[src/rtl/kpn_pkg.sv]
// Constants and types shared by the KPN arithmetic process nodes.
package kpn_pkg;

  localparam int unsigned SUB_WRAP  = 0;
  localparam int unsigned SUB_SAT_U = 1;
  localparam int unsigned SUB_SAT_S = 2;

  typedef enum logic {
    OUT_EMPTY,
    OUT_FULL
  } out_state_e;

endpackage

[src/rtl/kpn_channel_fifo.sv]
// Token FIFO for one KPN input channel; power-of-two depth, no bypass path.
module kpn_channel_fifo #(
  parameter int unsigned WIDTH = 16,
  parameter int unsigned DEPTH = 4
) (
  input  logic                     clk,
  input  logic                     reset_n,
  input  logic                     i_push,
  input  logic [WIDTH-1:0]         i_push_data,
  input  logic                     i_pop,
  output logic [WIDTH-1:0]         o_pop_data,
  output logic [$clog2(DEPTH):0]   o_count,
  output logic                     o_empty
);

  localparam int unsigned PtrW = $clog2(DEPTH);
  localparam int unsigned CntW = PtrW + 1;
  localparam logic [CntW-1:0] Full = CntW'(DEPTH);

  logic [WIDTH-1:0] r_mem [DEPTH];
  logic [PtrW-1:0]  r_wr_ptr;
  logic [PtrW-1:0]  r_rd_ptr;
  logic [CntW-1:0]  r_count;
  logic             w_push;
  logic             w_pop;

  // Guard against overflow/underflow even if the caller misbehaves.
  assign w_push = i_push && (r_count != Full);
  assign w_pop  = i_pop && (r_count != '0);

  always_ff @(posedge clk) begin
    if (w_push) begin
      r_mem[r_wr_ptr] <= i_push_data;
    end
  end

  always_ff @(posedge clk) begin
    if (!reset_n) begin
      r_wr_ptr <= '0;
      r_rd_ptr <= '0;
      r_count  <= '0;
    end else begin
      if (w_push) begin
        r_wr_ptr <= r_wr_ptr + PtrW'(1);
      end
      if (w_pop) begin
        r_rd_ptr <= r_rd_ptr + PtrW'(1);
      end
      if (w_push && !w_pop) begin
        r_count <= r_count + CntW'(1);
      end else if (w_pop && !w_push) begin
        r_count <= r_count - CntW'(1);
      end
    end
  end

  assign o_pop_data = r_mem[r_rd_ptr];
  assign o_count    = r_count;
  assign o_empty    = (r_count == '0);

endmodule

[src/rtl/kpn_subtractor_node.sv]
// KPN process node: result = entry_1 - entry_2 with blocking-read firing and
// wrap / unsigned-saturate / signed-saturate arithmetic.
module kpn_subtractor_node
  import kpn_pkg::*;
#(
  parameter int unsigned WIDTH    = 16,
  parameter int unsigned DEPTH    = 4,
  parameter int unsigned SUB_MODE = 0
) (
  input  logic             clk,
  input  logic             reset_n,
  input  logic [WIDTH-1:0] entry_1,
  input  logic             entry_1_valid,
  output logic             entry_1_ready,
  input  logic [WIDTH-1:0] entry_2,
  input  logic             entry_2_valid,
  output logic             entry_2_ready,
  output logic [WIDTH-1:0] output_1,
  output logic             output_1_valid,
  input  logic             output_1_ready,
  output logic             output_1_underflow,
  output logic [31:0]      token_count
);

  localparam int unsigned CntW = $clog2(DEPTH) + 1;
  localparam logic [CntW-1:0] Full = CntW'(DEPTH);

  out_state_e       r_state;
  out_state_e       w_state_d;
  logic [WIDTH-1:0] r_result;
  logic             r_underflow;
  logic [31:0]      r_token_count;

  logic [WIDTH-1:0] w_a;
  logic [WIDTH-1:0] w_b;
  logic [CntW-1:0]  w_count_1;
  logic [CntW-1:0]  w_count_2;
  logic             w_empty_1;
  logic             w_empty_2;
  logic             w_fire;
  logic             w_load;
  logic [WIDTH:0]   w_diff;
  logic             w_ovf;
  logic [WIDTH-1:0] w_result;
  logic             w_underflow;

  kpn_channel_fifo #(
    .WIDTH (WIDTH),
    .DEPTH (DEPTH)
  ) u_fifo_1 (
    .clk         (clk),
    .reset_n     (reset_n),
    .i_push      (entry_1_valid),
    .i_push_data (entry_1),
    .i_pop       (w_fire),
    .o_pop_data  (w_a),
    .o_count     (w_count_1),
    .o_empty     (w_empty_1)
  );

  kpn_channel_fifo #(
    .WIDTH (WIDTH),
    .DEPTH (DEPTH)
  ) u_fifo_2 (
    .clk         (clk),
    .reset_n     (reset_n),
    .i_push      (entry_2_valid),
    .i_push_data (entry_2),
    .i_pop       (w_fire),
    .o_pop_data  (w_b),
    .o_count     (w_count_2),
    .o_empty     (w_empty_2)
  );

  // Ready depends only on registered FIFO occupancy, never on output_1_ready.
  assign entry_1_ready = (w_count_1 != Full);
  assign entry_2_ready = (w_count_2 != Full);

  assign w_fire = !w_empty_1 && !w_empty_2 && ((r_state == OUT_EMPTY) || output_1_ready);

  assign w_diff = {1'b0, w_a} - {1'b0, w_b};
  assign w_ovf  = (w_a[WIDTH-1] != w_b[WIDTH-1]) && (w_diff[WIDTH-1] != w_a[WIDTH-1]);

  always_comb begin
    w_result    = w_diff[WIDTH-1:0];
    w_underflow = w_diff[WIDTH];
    if (SUB_MODE == SUB_SAT_U) begin
      if (w_diff[WIDTH]) begin
        w_result = '0;
      end
    end else if (SUB_MODE == SUB_SAT_S) begin
      w_underflow = w_ovf;
      if (w_ovf) begin
        // Overflow direction follows the minuend's sign.
        w_result = w_a[WIDTH-1] ? {1'b1, {(WIDTH-1){1'b0}}} : {1'b0, {(WIDTH-1){1'b1}}};
      end
    end
  end

  always_comb begin
    w_state_d = r_state;
    w_load    = 1'b0;
    unique case (r_state)
      OUT_EMPTY: begin
        if (w_fire) begin
          w_state_d = OUT_FULL;
          w_load    = 1'b1;
        end
      end
      OUT_FULL: begin
        if (output_1_ready) begin
          if (w_fire) begin
            w_load = 1'b1;
          end else begin
            w_state_d = OUT_EMPTY;
          end
        end
      end
      default: w_state_d = OUT_EMPTY;
    endcase
  end

  always_ff @(posedge clk) begin
    if (!reset_n) begin
      r_state       <= OUT_EMPTY;
      r_result      <= '0;
      r_underflow   <= 1'b0;
      r_token_count <= '0;
    end else begin
      r_state <= w_state_d;
      if (w_load) begin
        r_result    <= w_result;
        r_underflow <= w_underflow;
      end
      if ((r_state == OUT_FULL) && output_1_ready) begin
        r_token_count <= r_token_count + 32'd1;
      end
    end
  end

  assign output_1           = r_result;
  assign output_1_valid     = (r_state == OUT_FULL);
  assign output_1_underflow = r_underflow;
  assign token_count        = r_token_count;

endmodule

[config.mk]
export PLATFORM = sky130hd
export DESIGN_NAME = kpn_subtractor_node
export DESIGN_NICKNAME = d
export VERILOG_FILES = /design/src/rtl/kpn_pkg.sv /design/src/rtl/kpn_channel_fifo.sv /design/src/rtl/kpn_subtractor_node.sv
export SDC_FILE = /design/constraint.sdc
export NUM_CORES = 1
export LEC_CHECK = 0
export BUFFER_PORTS_ARGS = -buffer_cell sky130_fd_sc_hd__buf_2
export CAP_MARGIN = 20
export CORE_MARGIN = 2
export CORE_UTILIZATION = 49
export DETAILED_ROUTE_END_ITERATION = 7
export PLACE_DENSITY = 0.68
export SYNTH_ARGS = -nofsm -noshare
export SYNTH_HDL_FRONTEND = slang
export SYNTH_SLANG_ARGS = --single-unit
[constraint.sdc]
create_clock -name clk -period 5.9 [get_ports clk]
set_input_delay 0.59 -clock clk [delete_from_list [all_inputs] [get_ports clk]]
set_output_delay 0.59 -clock clk [all_outputs]
set_load 0.01 [all_outputs]
-- Yosys cells after proc, flatten, opt, wreduce, memory -nomap -nowiden
Memories as Yosys holds them, arrays and structs flattened. A register that Yosys moved wholly into a read port is not among the register bits.
Cells that the tools add are included.
- input port bits: 37
- RAM bits: 128
- output and inout port bits: 52
- logic and storage cells: 66
- register bits: 64
- memories: 2
- reduce and logical (&&, ||, !) cells: 24
- bitwise gates (word level): 1
- $add $sub $neg: 10
- equal/unequal tests: 2
- multiplexer cells: 17
- memory list (name ; words ; width ; rd ports ; clocked after memory_dff ; write ports ; RTL line ; text):
    u_fifo_1.r_mem ; 4 ; 16 ; 1 ; 1 ; 1 ; kpn_channel_fifo.sv:20 ; logic [WIDTH-1:0] r_mem [DEPTH];
    u_fifo_2.r_mem ; 4 ; 16 ; 1 ; 1 ; 1 ; kpn_channel_fifo.sv:20 ;
- operators with widths (cell ; count):
    $add 32x1->32 const B ; 1
    $sub 16x16->17 ; 1
    $mux 3 ; 4
    $logic_and 1x1->1 ; 11
    $add 2x1->2 const B ; 4
    $mux 2 ; 4
    $mux 1 ; 7
    $add 3x1->3 const B ; 2
    $logic_not 1->1 ; 6
    $logic_not 3->1 ; 2
    $ne 3x3->1 const B ; 2
    $reduce_bool 3->1 ; 2
    $sub 3x1->3 const B ; 2
    $pmux 1 s2 ; 2
    $reduce_bool 2->1 ; 2
    $logic_or 1x1->1 ; 1
    $not 1->1 ; 1

-- Longest topological paths before layout
- word-level depth: 8
- depth in mapped cells: 12
- gate-level depth less buffers: 10

-- Modules after synthesis
A second synthesis with hierarchy kept.
- cells, all modules: 616
- area, all modules: 8709.6 µm²
- modules (own cells, without submodules) (module ; times used ; area an instance (µm²) ; seq. area each (µm²) ; cells an instance):
    kpn_channel_fifo ; 2 ; 2836.5 ; 2102.0 ; 131
    kpn_subtractor_node ; 1 ; 3036.7 ; 1001.0 ; 354

-- Worst setup path before layout
No wires, ideal clock.
- path kind: reg2reg
- start: register (tool-made name)
- end: register r_result[12] (netlist: output_1[12])
- arrival: 3.359 ns
- stages on the path, launching flop included: 12
- path slack: 2.479 ns
- required time: 5.838 ns
- library setup time: 0.062 ns
- path buffers: 2
- clock period less this slack: 3.421 ns
- path through: dfxtp_1 -> clkbuf_1 -> buf_2 -> mux4_2 -> ha_1 -> fa_1 -> nand2b_1 -> a21o_1 -> a211oi_1 -> o211ai_1 -> a2111o_1 -> nand3_1
- RTL lines (element ; RTL line ; text):
    end signal: assignment ; kpn_subtractor_node.sv:132 ; r_result <= w_result;
    end: declaration ; kpn_subtractor_node.sv:30 ; logic [WIDTH-1:0] r_result;

==> flow_metrics.py <==
metrics = {
    "power_and_ir_drop": {
        "p_leak_nw": 3.59,
        "finalPower_mw": 4.29,
        "powerDensity_mw_per_mm2": 446,
        "ir_worst_vdd_mv": 0.288,
    },
    "routing": {
        "drt-initial-drc-count": 342,
        "vias": 5191,
        "ant_nets": 0,
        "wl_um": 16700,
        "drc_errors": 0,
        "dr.pass1.iters": 4,
        "wl_per_cell_um": 17.7,
        "routed_via_density": 5.52,
    },
    "clock_tree": {
        "cts_tree": "done",
        "cts_made_buffers": 17,
        "cts.path.max_buffers": 2,
        "cts_sinks": 196,
        "post_cts_resize_count": 0,
        "insertion_delay_ps": 420,
        "ctsRootBufferMaster": "clkbuf_16",
        "cts_hold_buffers": 0,
        "htree_levels": 4,
        "clk_pin_slew_ps": 70,
        "postCtsSetupBuffers": 0,
    },
    "logic_synthesis": {
        "synthCells": 619,
        "synth_seq_cells": 196,
        "synth_nets": 686,
        "yosysSeqAreaShare_pct": 62.3,
        "synth_edf_count": 128,
        "yosys_most_used_dff": "edfxtp_1",
        "async_flop_share_pct": 0,
        "yosys_warnings": 0,
        "synth.cell_area_sq_mm": 0.00835,
        "avgSynthCellArea_sq_um": 13.5,
        "ys_types": 50,
    },
    "setup_path": {
        "crit_chain": "mux4_2 -> ha_1 -> fa_1 -> nand2b_1 -> a21o_1 -> a211oi_1 -> o211ai_1 -> a2111o_1 -> nand3_1",
        "path_class": "reg -> reg",
        "critPathLaunchType": "flip-flop",
        "cp_data_required_time_ps": 6260,
        "rrSetupSlack_ps": 2500,
        "reg2reg_depth": 9,
        "critPathMaxFanout": 16,
        "slowest_stage": "dfxtp_1",
        "r2r_end": "output_1[12]$_SDFFE_PN0P_",
        "critical_path.max_stage_delay_ps": 860,
        "cp-endpoint": "output_1[12]$_SDFFE_PN0P_",
        "end_kind": "flip-flop",
        "cp.arrival_ps": 3760,
    },
    "final_layout": {
        "diodes": 0,
        "layout-drive-gt1-share_pct": 22.6,
        "n_fill_cell": 1360,
        "area_growth_pct": 15.0,
        "layout.cells.most_common": "edfxtp_1",
        "fin_cells": 941,
        "mostFrequentLayoutCells": "128 x edfxtp_1, 88 x buf_2, 68 x dfxtp_1",
        "final_cell_area_sq_mm": 0.00961,
        "final_nets": 775,
    },
    "timing": {
        "drv_slew": 0,
        "fin_skew_ps": 11.8,
        "rsz0062_at_grt": "false",
        "fmax_mhz": 294,
        "finalHoldViolCount": 0,
        "finalSetupViolCount": 0,
        "layout_min_cycle_time_ps": 3400,
        "tns_ps": 0,
        "worstMarginPinSlew_ps": 911,
        "maxSlewHeadroom_pct": 39.3,
        "min_period_over_period_pct": 57.7,
    },
    "die": {
        "row_count": 47,
        "dieHeight_um": 135,
        "die_area_sq_mm": 0.0181,
        "core_sq_mm": 0.0166,
        "die_x_um": 135,
        "io_pins": 89,
        "start_util_pct": 50.2,
    },
    "outcome": {
        "status": "completed",
    },
    "place": {
        "place_congestion": 0.829,
        "dp.cells": 908,
        "port_buffers": 88,
        "hpwlAfterDp_um": 11700,
        "postPlaceCellArea_sq_mm": 0.00900,
    },
    "grt": {
        "grt_pass1_vias": 5201,
        "grt_max_degree": 59,
        "grt_usage_pct": 19.5,
        "grt_overflow": 0,
        "grt_pass1_wl_um": 27200,
        "antenna_found_initial": 0,
    },
    "hold_path": {
        "hold_class": "in -> reg",
    },
    "job": {
        "cap_violations": 0,
    },
}
==> per-layer routing <==
metal  share of wire (%)  vias to the layer above  track usage (%)  wire, um
li1                    -                     2471                -         -
met1                  45                     2569             26.7      7520
met2                  49                      132             31.3      8120
met3                 4.5                       19             3.75       745
met4                 1.7                        0             7.13       282
met5                   0                        -                0         0
==> synthesized netlist by cell type, drive strengths merged, types with 2 or more instances <==
master	number	area, sq um
a211oi	3	22.5
a21o	6	45.0
a21oi	32	160
and2	6	37.5
and3	10	62.6
and4	5	51.3
buf	2	10.0
clkbuf	20	75.1
dfxtp	68	1360
edfxtp	128	3840
fa	3	60.1
ha	27	338
inv	30	113
mux2i	4	40.0
mux4	32	721
nand2	37	139
nand2b	3	18.8
nand3	29	145
nand3b	2	15.0
nand4	12	96.3
nand4b	2	17.5
nor2	53	199
nor2b	4	25.0
nor3	10	66.3
o2111ai	2	17.5
o211ai	6	45.0
o21a	2	15.0
o21ai	15	75.1
or2	3	18.8
or3	13	86.3
xnor2	15	131
xor2	24	210
==> worst max-delay path: cells and delay by family, from the launching register on <==
kind | cells | cell delay (ps)
flops | 1 | 860
mux | 1 | 450
simple gates | 2 | 270
fa+ha+maj | 2 | 620
compound gates | 4 | 1150
==> cells by family after synthesis <==
group / Yosys count / synth area share [%]
flip-flops: 196 / 62.3
AND/OR/NAND/NOR: 191 / 11.9
multiplexers: 36 / 9.11
XOR/XNOR: 39 / 4.09
AO/OA/AOI/OAI: 74 / 5.41
buffers and inverters: 53 / 2.41
adder cells (fa/ha/maj): 30 / 4.76
==> final cells by class <==
cell class	instances	area (sq um)	area share (%)
sequential	196	5200	54.2
inverter	31	116	1.21
clock inverter	13	155	1.62
clock buffer	19	433	4.51
multi-input combinational	370	2940	30.6
tap	220	275	2.87
timing repair buffer	92	478	4.98
==> power breakdown <==
part / leakage [nW] / total (mW) / internal (mW) / switching, mW
registers: 1.73 / 1.78 / 1.66 / 0.115
logic: 1.58 / 1.36 / 0.564 / 0.792
clock network: 0.289 / 1.16 / 0.667 / 0.489
==> through the flow <==
step	utilization [%]	setup WS (ps)	hold slack (ps)
after CTS	57.6	2260	362
final	57.7	2500	376
after global placement	54.1	2380	444
after global routing	57.7	2240	364
after detailed placement	54.1	2300	443
after floorplan	-	2480	471
==> worst min-delay path by stage <==
stage,startpoint,endpoint,slack [ps],depth (start not counted)
6_report,entry_2[6],u_fifo_2.r_mem[3][6]$_DFFE_PP_,380,1
5_1_grt,entry_2[6],u_fifo_2.r_mem[3][6]$_DFFE_PP_,360,1
4_1_cts,entry_2[7],u_fifo_2.r_mem[0][7]$_DFFE_PP_,360,1
3_5_place_dp,output_1[4]$_SDFFE_PN0P_,output_1[4]$_SDFFE_PN0P_,440,2
3_3_place_gp,output_1[5]$_SDFFE_PN0P_,output_1[5]$_SDFFE_PN0P_,440,2
2_1_floorplan,u_fifo_2.o_count[2]$_SDFFE_PN0P_,u_fifo_2.o_count[2]$_SDFFE_PN0P_,470,2
==> flip-flops by register name, indices dropped and copies added, names as in the netlist, named ones only <==
name,cells
u_fifo_1.r_wr_ptr,2
u_fifo_1.o_count,3
u_fifo_1.r_mem,64
u_fifo_2.r_rd_ptr,2
output_1_underflow,1
u_fifo_2.r_wr_ptr,2
output_1,16
token_count,32
output_1_valid,1
u_fifo_2.r_mem,64
u_fifo_1.r_rd_ptr,2
u_fifo_2.o_count,3
Note: power is estimated with default switching activity, not from simulation.
